### src/rtl/logic_unit_arbiter.sv
// logic_unit_arbiter: round-robin arbiter sharing one registered bitwise logic unit
// between N_REQ valid/ready requesters, returning results on one valid/ready channel.
module logic_unit_arbiter #(
    parameter int N_REQ = 4,
    parameter int W = 8,
    localparam int IDW = $clog2(N_REQ)
) (
    input  logic               clk,
    input  logic               rst_n,
    input  logic [N_REQ-1:0]   i_req_valid,
    output logic [N_REQ-1:0]   o_req_ready,
    input  logic [3*N_REQ-1:0] i_req_op,
    input  logic [W*N_REQ-1:0] i_req_a,
    input  logic [W*N_REQ-1:0] i_req_b,
    output logic               o_rsp_valid,
    input  logic               i_rsp_ready,
    output logic [IDW-1:0]     o_rsp_id,
    output logic [W-1:0]       o_rsp_y,
    output logic               o_rsp_err
);
    typedef enum logic {EMPTY, FULL} state_t;
    state_t r_state;
    logic [IDW-1:0] r_ptr, r_id, w_gidx, w_idx;
    logic [W-1:0] r_y, w_a, w_b, w_y;
    logic r_err, w_err, w_found, w_accept, w_xfer;
    logic [2:0] w_op;
    logic [N_REQ-1:0] w_grant;
    logic [2:0] w_ops [N_REQ];
    logic [W-1:0] w_as [N_REQ];
    logic [W-1:0] w_bs [N_REQ];
    always_comb begin
        for (int i = 0; i < N_REQ; i++) begin
            w_ops[i] = i_req_op[3*i +: 3];
            w_as[i] = i_req_a[W*i +: W];
            w_bs[i] = i_req_b[W*i +: W];
        end
    end
    // search starts one past the last winner so the previous owner has lowest priority
    always_comb begin
        w_grant = '0;
        w_gidx = '0;
        w_idx = '0;
        w_found = 1'b0;
        for (int k = 1; k <= N_REQ; k++) begin
            w_idx = IDW'((int'(r_ptr) + k) % N_REQ);
            if (!w_found && i_req_valid[w_idx]) begin
                w_found = 1'b1;
                w_gidx = w_idx;
                w_grant[w_idx] = 1'b1;
            end
        end
    end
    assign w_accept = (r_state == EMPTY) || i_rsp_ready;
    assign o_req_ready = (w_found && w_accept && rst_n) ? w_grant : '0;
    assign w_xfer = |o_req_ready;
    assign w_op = w_ops[w_gidx];
    assign w_a = w_as[w_gidx];
    assign w_b = w_bs[w_gidx];
    assign w_err = w_op[2] & w_op[1];
    assign w_y = (w_op == 3'd0) ? (w_a & w_b) :
                 (w_op == 3'd1) ? ~(w_a & w_b) :
                 (w_op == 3'd2) ? ~(w_a | w_b) :
                 (w_op == 3'd3) ? (w_a | w_b) :
                 (w_op == 3'd4) ? ~(w_a ^ w_b) :
                 (w_op == 3'd5) ? (w_a ^ w_b) : '0;
    always_ff @(posedge clk or negedge rst_n) begin
        if (!rst_n) begin
            r_state <= EMPTY;
            r_ptr <= IDW'(N_REQ - 1);
            r_id <= '0;
            r_y <= '0;
            r_err <= 1'b0;
        end else if (w_xfer) begin
            r_state <= FULL;
            r_ptr <= w_gidx;
            r_id <= w_gidx;
            r_y <= w_y;
            r_err <= w_err;
        end else if (r_state == FULL && i_rsp_ready) begin
            r_state <= EMPTY;
        end
    end
    assign o_rsp_valid = (r_state == FULL);
    assign o_rsp_id = r_id;
    assign o_rsp_y = r_y;
    assign o_rsp_err = r_err;
endmodule
### config.mk
export PLATFORM = sky130hd
export DESIGN_NAME = logic_unit_arbiter
export DESIGN_NICKNAME = d
export VERILOG_FILES = /design/src/rtl/logic_unit_arbiter.sv
export SDC_FILE = /design/constraint.sdc
export NUM_CORES = 1
export LEC_CHECK = 0
export ABC_AREA = 1
export ABC_CLOCK_PERIOD_IN_PS = 3870
export BUFFER_PORTS_ARGS = -buffer_cell sky130_fd_sc_hd__buf_2
export CAP_MARGIN = 10
export CORE_MARGIN = 5
export CORE_UTILIZATION = 51
export DETAILED_ROUTE_END_ITERATION = 16
export PLACE_DENSITY = 0.83
export SLEW_MARGIN = 10
export SYNTH_ARGS = -nofsm -noshare
export SYNTH_HDL_FRONTEND = slang
export SYNTH_SLANG_ARGS = --single-unit
### constraint.sdc
create_clock -name clk -period 3.87 [get_ports clk]
set_clock_uncertainty 0.15 [all_clocks]
set_input_delay 0.774 -clock clk [delete_from_list [all_inputs] [get_ports clk]]
set_output_delay 0.774 -clock clk [all_outputs]
set_load 0.05 [all_outputs]
==> qor.txt <==
outcome -> completed
detailed-route wire length -> 6944 µm
CTS Buf Count -> 3
Final Instance Area -> 3173 µm²
Fin. Hold Viols -> 0
final antenna diode count -> 0
global-route wire length before repair -> 11640 µm
capturing element type of the critical path -> flip-flop
CP Class -> reg2reg
Filler cells -> 455
Vert. Die Dim -> 81.39 µm
kind of cell adding the most delay to the critical path -> simple AND/OR/NAND/NOR gates
FMAX -> 279.6 MHz
count of unresolved DRC violations after routing -> 0
final sum of negative setup slack -> 0 ps
number of iterations in the first detailed-routing pass -> 4
Die Wd -> 81.39 µm
sum of net half-perimeters after detailed placement -> 5636 µm
most used standard cells in the synthesized netlist -> 127 x nand2_1, 62 x inv_1, 31 x nand4_1
Synth Flop Type -> dfrtp_1
leading cell type by number of instances after synthesis -> nand2_1
worst max-slew margin expressed relative to the limit -> 62.43%
signed area change from the synthesized netlist to the final layout -> 22.10%
worst hold-check path type -> in2async
fraction of layout instances using a drive strength above 1 -> 31.45%
Async S/R FF share, synth -> 100.0%
Finished Layout Cells -> 566
Critical Path Source Type -> flip-flop
area post-placement -> 3115 µm²
buffer type at the clock tree root -> clkbuf_8
Critical Path Most Common Cell -> nand2_1
largest stage delay on the critical path -> 570 ps
most area-consuming cells after synthesis -> nand2_1 18%, dfrtp_1 12%, ha_1 12%, inv_1 9.0%, nand4_1 7.5%
netlist area before placement -> 2599 µm²
H-tree depth -> 1
number of instances in the synthesized netlist -> 404
remaining global-route overflow -> 0
clock input transition at the sequential cells of the worst setup and hold paths -> 60 ps
largest net degree at the start of global routing -> 39
Max Buffers Root-to-Sink -> 2
# rows -> 26
number of max-slew violations in the final report -> 0
via-per-instance ratio -> 5.150
Cell variety after synth -> 30
Critical Path RT -> 3850 ps
final clock period utilization by the worst path -> 92.43%
cells along the critical path -> inv_4 > ha_1 > inv_1 > nand2_4 > nand2_4 > nor2_8 > nand2_1 > nand2_1 > nand2_1 > nand2_2 > a21oi_1 > a32oi_1 > inv_1 > ha_1 > inv_1 > nand2_1 > nand3_1 > nand4_1 > nand2_1 > nand2_1
Arrival @ worst endpoint -> 3560 ps
number of antenna violations at the first check in global routing -> 0
fraction of the yosys area taken by sequential cells -> 13.58%
flop and latch count out of synthesis -> 14
number of setup violations in the final report -> 0
overall routing resource usage -> 21.52%
Sinks on Clock Net -> 14
area share of the largest cell type after synthesis -> 18.34%
area of the die -> 6624 µm²
number of buffer and inverter stages on the critical path -> 4
area of the placeable core -> 5042 µm²
number of antenna-violating nets in the routed design -> 0
count of flip-flops with a built-in enable after synthesis -> 0
number of top-level design ports -> 99
routability congestion estimate -> 0.9244
highest-delay cell along the critical path -> dfstp_2
effective utilization at floorplan -> 51.54%
Vias -> 2915
First DRT Iteration DRCs -> 210
number of nets in the layout -> 604
largest area contributor in the netlist -> nand2_1
Wirelength per Cell -> 12.27 µm
max-capacitance violation count -> 0
total instance count after detailed placement -> 562
clk_lat worst skew -> 240 ps
mean post-synth cell area -> 6.433 µm²
measured slew at the worst slew-check pin -> 561.5 ps
# Post-CTS Setup Buffers -> 0
utilization after layout -> 62.93%
vias in the first global route -> 2696
unrepaired setup endpoints after global routing -> no
TritonCTS clock tree -> done
final critical path time including I/O delays and setup -> 3577 ps
number of buffers inserted by port buffering -> 98
peak fanout along the critical path -> 33
number of warnings issued by yosys -> 0
syn_nets -> 511
layout make-up:
class                           count  area, µm²  area share, %
Sequential cell                    14      352.8          11.12
Inverter                           69      264.0          8.320
Timing Repair Buffer              107      570.5          17.98
Clock buffer                        4      55.05          1.735
Tap cell                           70      87.58          2.760
Multi-Input combinational cell    302       1843          58.08
worst paths after layout:
| path | to | cells after the start | from | slack, ps |
|---|---|---|---|---|
| worst min-delay path | o_rsp_valid | 1 | rst_n | 280 |
| max in group asynchronous | r_ptr[0] | 1 | rst_n | 3000 |
| worst max-delay path | o_rsp_y[6] | 20 | r_ptr[0] | 290 |
| worst min register to register | o_rsp_y[0] | 2 | o_rsp_y[0] | 320 |
| min in group clk | o_rsp_y[0] | 2 | o_rsp_y[0] | 320 |
| worst max register to register | o_rsp_y[6] | 20 | r_ptr[0] | 290 |
layer usage:
layer	vias up	wire length, µm	GRT usage [%]
met5	-	0	0
met4	0	25	5.405
met3	2	520	2.661
met2	111	3105	34.69
met1	1264	3292	30.17
li1	1538	-	-
logic make-up after synthesis:
kind of cell,synth area share (%)
flops,13.58
simple gates,42.95
compound gates,16.42
fa+ha+maj,11.56
buf+inv,15.50
repair_timing:
action / in CTS / in global routing
gates resized for setup: 0 / 2
hold buffers: 0 / 0
setup endpoints to repair: 0 / 6
through the flow:
| stage | hold slack [ps] | setup WS [ps] |
|---|---|---|
| 6_report | 276.8 | 293.0 |
| 5_1_grt | 291.4 | 44.37 |
| 4_1_cts | 283.6 | 285.9 |
| 3_5_place_dp | 310.9 | 298.3 |
| 3_3_place_gp | 303.7 | 361.9 |
| 2_1_floorplan | 328.4 | 571.1 |
placed cells by master (no fill, tap or decap), types with 4 or more instances in the layout:
cell	instances
buf_4	8
dfrtp_1	12
nand2_2	15
o211ai_1	8
a32oi_1	16
nand3_1	19
inv_2	5
inv_1	62
o21ai_0	6
nand2_1	127
ha_1	24
nand3_2	4
clkbuf_8	4
nand2_4	6
nand4_1	31
buf_2	98
nand3_4	4
a21oi_1	29
registers in the layout, summed over array words and instances (netlist names):
| signal | count |
|---|---|
| o_rsp_y | 8 |
| o_rsp_err | 1 |
| r_ptr | 2 |
| o_rsp_id | 2 |
| o_rsp_valid | 1 |
Power is not shown: default switching activity piles up to over one toggle a cycle in this logic, so the estimate is an artifact.
